File: src/rtl/mem_wb_stage_pkg.sv
// Shared MEM/WB definitions: FSM state encoding, link register index and default widths.
package mem_wb_stage_pkg;

    localparam int DATA_W = 32;
    localparam int PC_W   = 32;
    localparam int REG_W  = 5;
    localparam int LAST_REG_IDX = 31;

    localparam logic [0:0] ST_RUN    = 1'b0;
    localparam logic [0:0] ST_HALTED = 1'b1;

endpackage

File: src/rtl/mem_wb_stage_if.sv
// Memory-stage inputs, run/step enable and write-back outputs of the MEM/WB stage.
interface mem_wb_stage_if #(
    parameter int DATA_SIZE = 32,
    parameter int PC_SIZE   = 32,
    parameter int REG_SIZE  = 5
);
    logic                 i_enable;
    logic                 i_valid;
    logic [DATA_SIZE-1:0] i_mem_data;
    logic [DATA_SIZE-1:0] i_alu_result;
    logic [REG_SIZE-1:0]  i_selected_reg;
    logic                 i_reg_write;
    logic                 i_mem_to_reg;
    logic                 i_last_register_ctrl;
    logic [PC_SIZE-1:0]   i_pc;
    logic                 i_halt;

    logic [DATA_SIZE-1:0] o_write_data;
    logic [REG_SIZE-1:0]  o_write_reg;
    logic                 o_reg_write;
    logic                 o_fwd_en;
    logic [REG_SIZE-1:0]  o_fwd_reg;
    logic [DATA_SIZE-1:0] o_fwd_data;
    logic [31:0]          o_instr_count;
    logic                 o_halt;

    modport master (
        output i_enable, i_valid, i_mem_data, i_alu_result, i_selected_reg,
               i_reg_write, i_mem_to_reg, i_last_register_ctrl, i_pc, i_halt,
        input  o_write_data, o_write_reg, o_reg_write, o_fwd_en, o_fwd_reg,
               o_fwd_data, o_instr_count, o_halt
    );

    modport slave (
        input  i_enable, i_valid, i_mem_data, i_alu_result, i_selected_reg,
               i_reg_write, i_mem_to_reg, i_last_register_ctrl, i_pc, i_halt,
        output o_write_data, o_write_reg, o_reg_write, o_fwd_en, o_fwd_reg,
               o_fwd_data, o_instr_count, o_halt
    );
endinterface

File: src/rtl/mem_wb_stage_wb_mux.sv
// Write-back select: link writes the PC to LAST_REG, loads write memory data, else ALU result.
module mem_wb_stage_wb_mux #(
    parameter int DATA_SIZE = 32,
    parameter int PC_SIZE   = 32,
    parameter int REG_SIZE  = 5,
    parameter int LAST_REG  = 31
) (
    input  logic [DATA_SIZE-1:0] i_mem_data,
    input  logic [DATA_SIZE-1:0] i_alu_result,
    input  logic [PC_SIZE-1:0]   i_pc,
    input  logic [REG_SIZE-1:0]  i_selected_reg,
    input  logic                 i_mem_to_reg,
    input  logic                 i_last_register_ctrl,
    output logic [DATA_SIZE-1:0] o_write_data,
    output logic [REG_SIZE-1:0]  o_write_reg
);
    always_comb begin
        o_write_data = i_alu_result;
        o_write_reg  = i_selected_reg;
        if (i_last_register_ctrl) begin
            o_write_data = DATA_SIZE'(i_pc);
            o_write_reg  = REG_SIZE'(LAST_REG);
        end else if (i_mem_to_reg) begin
            o_write_data = i_mem_data;
        end
    end
endmodule

File: src/rtl/mem_wb_stage.sv
// MEM/WB pipeline register with write-back select, single-shot write strobe,
// retired-instruction counter and sticky halt state.
module mem_wb_stage
    import mem_wb_stage_pkg::*;
#(
    parameter int DATA_SIZE = DATA_W,
    parameter int PC_SIZE   = PC_W,
    parameter int REG_SIZE  = REG_W,
    parameter int LAST_REG  = LAST_REG_IDX
) (
    input  logic          i_clock,
    input  logic          i_reset,
    mem_wb_stage_if.slave bus
);
    logic                 r_valid;
    logic [DATA_SIZE-1:0] r_mem_data;
    logic [DATA_SIZE-1:0] r_alu_result;
    logic [REG_SIZE-1:0]  r_selected_reg;
    logic                 r_reg_write;
    logic                 r_mem_to_reg;
    logic                 r_last_register_ctrl;
    logic [PC_SIZE-1:0]   r_pc;
    logic                 r_halt;
    logic                 r_fresh;
    logic [0:0]           r_state;
    logic [31:0]          r_instr_count;

    logic                 w_run;
    logic                 w_halt_now;
    logic                 w_capture;
    logic                 w_dest_ok;
    logic                 w_fwd_en;
    logic [DATA_SIZE-1:0] w_write_data;
    logic [REG_SIZE-1:0]  w_write_reg;

    assign w_run      = (r_state == ST_RUN);
    assign w_halt_now = r_fresh & r_valid & r_halt & w_run;
    // A halt being retired this edge blocks the younger instruction behind it.
    assign w_capture  = bus.i_enable & w_run & ~w_halt_now;

    always_ff @(posedge i_clock) begin
        if (i_reset) begin
            r_valid              <= 1'b0;
            r_mem_data           <= '0;
            r_alu_result         <= '0;
            r_selected_reg       <= '0;
            r_reg_write          <= 1'b0;
            r_mem_to_reg         <= 1'b0;
            r_last_register_ctrl <= 1'b0;
            r_pc                 <= '0;
            r_halt               <= 1'b0;
            r_fresh              <= 1'b0;
            r_state              <= ST_RUN;
            r_instr_count        <= '0;
        end else begin
            if (w_capture) begin
                r_valid              <= bus.i_valid;
                r_mem_data           <= bus.i_mem_data;
                r_alu_result         <= bus.i_alu_result;
                r_selected_reg       <= bus.i_selected_reg;
                r_reg_write          <= bus.i_reg_write;
                r_mem_to_reg         <= bus.i_mem_to_reg;
                r_last_register_ctrl <= bus.i_last_register_ctrl;
                r_pc                 <= bus.i_pc;
                r_halt               <= bus.i_halt;
            end
            r_fresh <= w_capture;
            if (w_halt_now)
                r_state <= ST_HALTED;
            if (r_fresh & r_valid & w_run)
                r_instr_count <= r_instr_count + 32'd1;
        end
    end

    mem_wb_stage_wb_mux #(
        .DATA_SIZE (DATA_SIZE),
        .PC_SIZE   (PC_SIZE),
        .REG_SIZE  (REG_SIZE),
        .LAST_REG  (LAST_REG)
    ) u_wb_mux (
        .i_mem_data           (r_mem_data),
        .i_alu_result         (r_alu_result),
        .i_pc                 (r_pc),
        .i_selected_reg       (r_selected_reg),
        .i_mem_to_reg         (r_mem_to_reg),
        .i_last_register_ctrl (r_last_register_ctrl),
        .o_write_data         (w_write_data),
        .o_write_reg          (w_write_reg)
    );

    // Forwarding ignores r_fresh so a stalled consumer still sees the value.
    assign w_dest_ok = (w_write_reg != '0);
    assign w_fwd_en  = r_valid & r_reg_write & w_dest_ok & w_run;

    assign bus.o_write_data  = w_write_data;
    assign bus.o_write_reg   = w_write_reg;
    assign bus.o_reg_write   = r_fresh & w_fwd_en;
    assign bus.o_fwd_en      = w_fwd_en;
    assign bus.o_fwd_reg     = w_write_reg;
    assign bus.o_fwd_data    = w_write_data;
    assign bus.o_instr_count = r_instr_count;
    assign bus.o_halt        = (r_state == ST_HALTED);
endmodule

File: src/flat_wrapper.sv
// flat-port wrapper written by rule: the top's interface ports become plain ports
module mem_wb_stage_flat import mem_wb_stage_pkg::*;
#(
    parameter int DATA_SIZE = DATA_W,
    parameter int PC_SIZE   = PC_W,
    parameter int REG_SIZE  = REG_W,
    parameter int LAST_REG  = LAST_REG_IDX
)
  (i_clock, i_reset, bus_i_enable, bus_i_valid, bus_i_mem_data, bus_i_alu_result, bus_i_selected_reg, bus_i_reg_write, bus_i_mem_to_reg, bus_i_last_register_ctrl, bus_i_pc, bus_i_halt, bus_o_write_data, bus_o_write_reg, bus_o_reg_write, bus_o_fwd_en, bus_o_fwd_reg, bus_o_fwd_data, bus_o_instr_count, bus_o_halt);
  mem_wb_stage_if #(.DATA_SIZE(DATA_SIZE), .PC_SIZE(PC_SIZE), .REG_SIZE(REG_SIZE)) bus_i ();
  input  logic i_clock;
  input  logic i_reset;
  input wire logic [$bits(bus_i.i_enable)-1:0] bus_i_enable;
  input wire logic [$bits(bus_i.i_valid)-1:0] bus_i_valid;
  input wire logic [$bits(bus_i.i_mem_data)-1:0] bus_i_mem_data;
  input wire logic [$bits(bus_i.i_alu_result)-1:0] bus_i_alu_result;
  input wire logic [$bits(bus_i.i_selected_reg)-1:0] bus_i_selected_reg;
  input wire logic [$bits(bus_i.i_reg_write)-1:0] bus_i_reg_write;
  input wire logic [$bits(bus_i.i_mem_to_reg)-1:0] bus_i_mem_to_reg;
  input wire logic [$bits(bus_i.i_last_register_ctrl)-1:0] bus_i_last_register_ctrl;
  input wire logic [$bits(bus_i.i_pc)-1:0] bus_i_pc;
  input wire logic [$bits(bus_i.i_halt)-1:0] bus_i_halt;
  output wire logic [$bits(bus_i.o_write_data)-1:0] bus_o_write_data;
  output wire logic [$bits(bus_i.o_write_reg)-1:0] bus_o_write_reg;
  output wire logic [$bits(bus_i.o_reg_write)-1:0] bus_o_reg_write;
  output wire logic [$bits(bus_i.o_fwd_en)-1:0] bus_o_fwd_en;
  output wire logic [$bits(bus_i.o_fwd_reg)-1:0] bus_o_fwd_reg;
  output wire logic [$bits(bus_i.o_fwd_data)-1:0] bus_o_fwd_data;
  output wire logic [$bits(bus_i.o_instr_count)-1:0] bus_o_instr_count;
  output wire logic [$bits(bus_i.o_halt)-1:0] bus_o_halt;
  assign bus_i.i_enable = bus_i_enable;
  assign bus_i.i_valid = bus_i_valid;
  assign bus_i.i_mem_data = bus_i_mem_data;
  assign bus_i.i_alu_result = bus_i_alu_result;
  assign bus_i.i_selected_reg = bus_i_selected_reg;
  assign bus_i.i_reg_write = bus_i_reg_write;
  assign bus_i.i_mem_to_reg = bus_i_mem_to_reg;
  assign bus_i.i_last_register_ctrl = bus_i_last_register_ctrl;
  assign bus_i.i_pc = bus_i_pc;
  assign bus_i.i_halt = bus_i_halt;
  assign bus_o_write_data = bus_i.o_write_data;
  assign bus_o_write_reg = bus_i.o_write_reg;
  assign bus_o_reg_write = bus_i.o_reg_write;
  assign bus_o_fwd_en = bus_i.o_fwd_en;
  assign bus_o_fwd_reg = bus_i.o_fwd_reg;
  assign bus_o_fwd_data = bus_i.o_fwd_data;
  assign bus_o_instr_count = bus_i.o_instr_count;
  assign bus_o_halt = bus_i.o_halt;
  mem_wb_stage #(.DATA_SIZE(DATA_SIZE), .PC_SIZE(PC_SIZE), .REG_SIZE(REG_SIZE), .LAST_REG(LAST_REG)) u_core (.i_clock(i_clock), .i_reset(i_reset), .bus(bus_i));
endmodule
File: config.mk
export PLATFORM = sky130hd
export DESIGN_NAME = mem_wb_stage_flat
export DESIGN_NICKNAME = d
export VERILOG_FILES = /design/src/rtl/mem_wb_stage_pkg.sv /design/src/rtl/mem_wb_stage_if.sv /design/src/rtl/mem_wb_stage_wb_mux.sv /design/src/rtl/mem_wb_stage.sv /design/src/flat_wrapper.sv
export SDC_FILE = /design/constraint.sdc
export NUM_CORES = 1
export LEC_CHECK = 0
export BUFFER_PORTS_ARGS = -buffer_cell sky130_fd_sc_hd__buf_2
export CAP_MARGIN = 20
export CELL_PAD_IN_SITES_DETAIL_PLACEMENT = 1
export CELL_PAD_IN_SITES_GLOBAL_PLACEMENT = 2
export CORE_UTILIZATION = 30
export DETAILED_ROUTE_END_ITERATION = 8
export GPL_TIMING_DRIVEN = 0
export PLACE_DENSITY = 0.85
export SETUP_SLACK_MARGIN = 0.1
export SYNTH_ARGS = -nofsm -noshare
export SYNTH_HDL_FRONTEND = slang
export SYNTH_SLANG_ARGS = --single-unit
File: constraint.sdc
create_clock -name i_clock -period 5.4 [get_ports i_clock]
set_clock_uncertainty 0.2 [all_clocks]
set_input_delay 1.62 -clock i_clock [delete_from_list [all_inputs] [get_ports i_clock]]
set_output_delay 1.62 -clock i_clock [all_outputs]
set_load 0.1 [all_outputs]
==> results.cfg <==
[outcome]
run_status = finished clean

[worst_hold_path]
min_delay_path_depth = 2
timing.hold.worst.class = reg2reg

[sta]
final_critical_path_setup_slack_ps = 705
setup_total_negative_slack_ps = 0
timing.final.hold_violations = 0
slew_headroom = 0.541
post-route-period-util = 0.869
final_worst_path_period_need_ps = 4690
setup_viol = 0
achievable_clock_frequency_mhz = 213
worstMarginPinSlew_ps = 689
report.final.slew_viol_count = 0
rsz_0062_raised_after_global_routing = false

[setup_path]
worst_r2r_path_depth = 6
critical-path-slowest-cell = sky130_fd_sc_hd__clkbuf_1
startpoint_type = register
worst_setup_path_endpoint = bus_o_write_data[22]
worst_setup_path_startpoint = u_core.r_last_register_ctrl$_SDFFE_PP0P_
worst_path_most_repeated_cell = sky130_fd_sc_hd__clkbuf_1
path_cells = clkbuf_1, clkbuf_1, clkbuf_1, nand2_1, o21ai_1, buf_4, buf_2
worst-r2r-setup-slack_ps = 3140
endpoint_kind = output pin
worstReg2RegStart = u_core.r_fresh$_SDFF_PP0_
critical_path_peak_fanout = 10
data_arrival_time_of_the_critical_path_ps = 2870
worst-setup-path-type = reg2out
timing.rr.end = u_core.r_mem_data[28]$_SDFFE_PP0P_
worstPathRequired_ps = 3580
timing.critical_path.slowest_cell_delay_ps = 530

[clocking]
insertion_delay_of_the_later_clocked_pin_in_the_worst_skew_pair_ps = 420
post_cts.resized_instances = 0
clk_pin_slew_worst_paths_ps = 60
hold_buffers = 0
cts_htree_levels = 4
tritoncts.num_buffers = 17
tritoncts = yes
cts-root-to-sink-buffers = 2
clock-root-buffer = sky130_fd_sc_hd__clkbuf_16
clkSinkCount = 140
post-cts-setup-buffer-count = 0

[placed_design]
pre_cts_worst_setup_slack_ps = 1100
dpl.hpwl_mm = 16.1
dpl-instance-area_mm2 = 0.00769
port_buffers = 216
gp_routability_congestion = 0.783

[power]
cellPowerDensity_mw_per_mm2 = 355
worst_ir_drop_vdd_mv = 0.207
netSwitchingFraction = 0.335
p_switching_mw = 0.986
power.static_leakage_nw = 3.61
clk_network_pwr_share = 0.409
seq_power_share = 0.374
totalPowerFinal_mw = 2.95
power_frac_comb = 0.216
internal_power_mw = 1.96

[synthesis]
syn_nets = 916
synth_top_flop_cell = sky130_fd_sc_hd__dfxtp_1
post_synth_main_area_contributors = sky130_fd_sc_hd__dfxtp_1, sky130_fd_sc_hd__nand2_1, sky130_fd_sc_hd__a21oi_1, sky130_fd_sc_hd__mux2i_1, sky130_fd_sc_hd__buf_4
post_synth_inst_count = 806
synth.lib_cells_used.distinct = 36
syn_area_per_cell_um2 = 7.78
synthDominantAreaCellType = sky130_fd_sc_hd__dfxtp_1
synthesis.area_mm2 = 0.00627
area_share_of_the_largest_cell_type_after_synthesis = 0.447
synth-seq-cells = 140
async_reset_ff_frac = 0
synth-warning-count = 0
synth_enable_flop_cells = 0
synth_sequential_area_ratio = 0.447

[finish]
final_nets = 1151
share_of_cells_above_drive_strength_1 = 0.297
fillers = 2608
area_growth_pct = 32.3
finish.instance_area_mm2 = 0.00830

[detailed_routing]
routedWlPerCell_um = 16.5
drt-vias-per-instance = 4.75
vias = 6288
drt_pass1_iterations = 5
antenna_left = 0
drt_first_iter_violations = 232
post-route-drc-count = 0
routed_wirelength_mm = 21.9

[floorplanning]
initial_core_util = 0.308
dieArea_mm2 = 0.0215
die_h_um = 147
standard_cell_rows = 52
die-width_um = 147
i_o_pin_count = 218
core-area_mm2 = 0.0204

[job]
drv_cap = 0

[global_routing]
grt_pass1_wl_mm = 34.2
grt_max_degree = 17
number_of_antenna_violations_at_the_first_check_in_global_routing = 1
grt_pass1_vias = 6257
track_usage = 0.207
overflow = 0
-- area by class of cell --
cell class / count / area [µm²] / area share
Antenna cell: 2 / 5.00 / 0.000603
Clock buffer: 19 / 453 / 0.0546
Sequential cell: 140 / 2800 / 0.338
Clock inverter: 12 / 146 / 0.0176
Multi-Input combinational cell: 566 / 2910 / 0.350
Inverter: 2 / 7.51 / 0.000905
Buffer: 98 / 557 / 0.0671
Timing Repair Buffer: 216 / 1080 / 0.130
Tap cell: 270 / 338 / 0.0407
-- worst min-delay path by stage --
| stage | slack, ps | start | end |
|---|---|---|---|
| 5_1_grt | 270 | u_core.r_pc[3]$_SDFFE_PP0P_ | u_core.r_pc[3]$_SDFFE_PP0P_ |
| 3_3_place_gp | 240 | u_core.r_selected_reg[2]$_SDFFE_PP0P_ | u_core.r_selected_reg[2]$_SDFFE_PP0P_ |
| 4_1_cts | 260 | u_core.r_mem_data[3]$_SDFFE_PP0P_ | u_core.r_mem_data[3]$_SDFFE_PP0P_ |
| 6_report | 250 | u_core.r_mem_data[3]$_SDFFE_PP0P_ | u_core.r_mem_data[3]$_SDFFE_PP0P_ |
| 2_1_floorplan | 230 | u_core.r_selected_reg[2]$_SDFFE_PP0P_ | u_core.r_selected_reg[2]$_SDFFE_PP0P_ |
| 3_5_place_dp | 250 | u_core.r_mem_data[3]$_SDFFE_PP0P_ | u_core.r_mem_data[3]$_SDFFE_PP0P_ |
-- cells in the mapped netlist, types with 2 or more instances --
cell type                  number
sky130_fd_sc_hd__inv_1          2
sky130_fd_sc_hd__a21oi_1      128
sky130_fd_sc_hd__and4_1         4
sky130_fd_sc_hd__buf_6          4
sky130_fd_sc_hd__buf_1          3
sky130_fd_sc_hd__and2_1         4
sky130_fd_sc_hd__buf_4         38
sky130_fd_sc_hd__or2_2          5
sky130_fd_sc_hd__mux2i_1       33
sky130_fd_sc_hd__clkbuf_1      40
sky130_fd_sc_hd__nor4_1         2
sky130_fd_sc_hd__xor2_1         5
sky130_fd_sc_hd__and3_1         3
sky130_fd_sc_hd__and4_4         2
sky130_fd_sc_hd__nand3_4        2
sky130_fd_sc_hd__dfxtp_1      140
sky130_fd_sc_hd__nand3_1       10
sky130_fd_sc_hd__nand2_1      256
sky130_fd_sc_hd__or3_1          7
sky130_fd_sc_hd__nor2_1        13
sky130_fd_sc_hd__nor3_1         3
sky130_fd_sc_hd__o21ai_0       39
sky130_fd_sc_hd__xnor2_1        4
sky130_fd_sc_hd__nand4_1        9
sky130_fd_sc_hd__or4_1         14
sky130_fd_sc_hd__o31ai_1       14
sky130_fd_sc_hd__buf_2         13
-- kinds of logic (layout without fill, tap and decap cells) --
| logic type | Yosys count | count (layout) | synth area share |
|---|---|---|---|
| AND/OR/NAND/NOR | 339 | 339 | 0.242 |
| AO/OA/AOI/OAI | 184 | 184 | 0.154 |
| flip-flops | 140 | 140 | 0.447 |
| buffers and inverters | 100 | 347 | 0.0900 |
| multiplexers | 33 | 33 | 0.0527 |
| XOR/XNOR | 9 | 9 | 0.0126 |
| adder cells (fa/ha/maj) | 1 | 1 | 0.00199 |
| other | 0 | 2 | 0 |
-- metal layers --
layer,vias up,share of wire,GRT usage
li1,3159,-,-
met2,164,0.47,0.341
met5,-,0.00059,0
met3,18,0.052,0.0522
met4,2,0.0080,0.0453
met1,2945,0.47,0.272
-- critical path, delay by kind of cell, from the launching register on --
family	cells	cell delay, ps
AOI/OAI and AO/OA	1	210
and+or+nand+nor	1	120
buffers and inverters	5	1820
DFF	1	310
-- power groups by stage --
| stage | clock network, mW | registers, mW | logic [mW] |
|---|---|---|---|
| after floorplan | 0 | 1.12 | 0.503 |
| after global placement | 0 | 1.12 | 0.638 |
| after detailed placement | 0 | 1.13 | 0.642 |
| after CTS | 1.23 | 1.10 | 0.644 |
| after global routing | 1.28 | 1.11 | 0.671 |
| final | 1.21 | 1.10 | 0.637 |
-- placed cells by master (no fill, tap or decap), types with 5 or more instances in the layout --
cell                        count
sky130_fd_sc_hd__dfxtp_1      140
sky130_fd_sc_hd__mux2i_1       33
sky130_fd_sc_hd__or4_1         14
sky130_fd_sc_hd__o31ai_1       14
sky130_fd_sc_hd__clkbuf_1      40
sky130_fd_sc_hd__or3_1          7
sky130_fd_sc_hd__clkinv_2       5
sky130_fd_sc_hd__a21oi_1      127
sky130_fd_sc_hd__nand4_1        9
sky130_fd_sc_hd__buf_2        229
sky130_fd_sc_hd__xor2_1         5
sky130_fd_sc_hd__clkbuf_16     17
sky130_fd_sc_hd__o21ai_0       10
sky130_fd_sc_hd__or2_2          5
sky130_fd_sc_hd__nand2_1      256
sky130_fd_sc_hd__o21ai_1       29
sky130_fd_sc_hd__buf_4         38
sky130_fd_sc_hd__nand3_1       10
sky130_fd_sc_hd__nor2_1        13
-- metrics by stage --
stage               hold WS, ps  instances  utilization
floorplan                   231        806            -
global placement            241       1292        0.378
detailed placement          248       1292        0.378
CTS                         257       1323        0.407
global route                271       1323        0.407
finish                      253       1325        0.407
No activity file was read; power rests on OpenSTA's default activity.
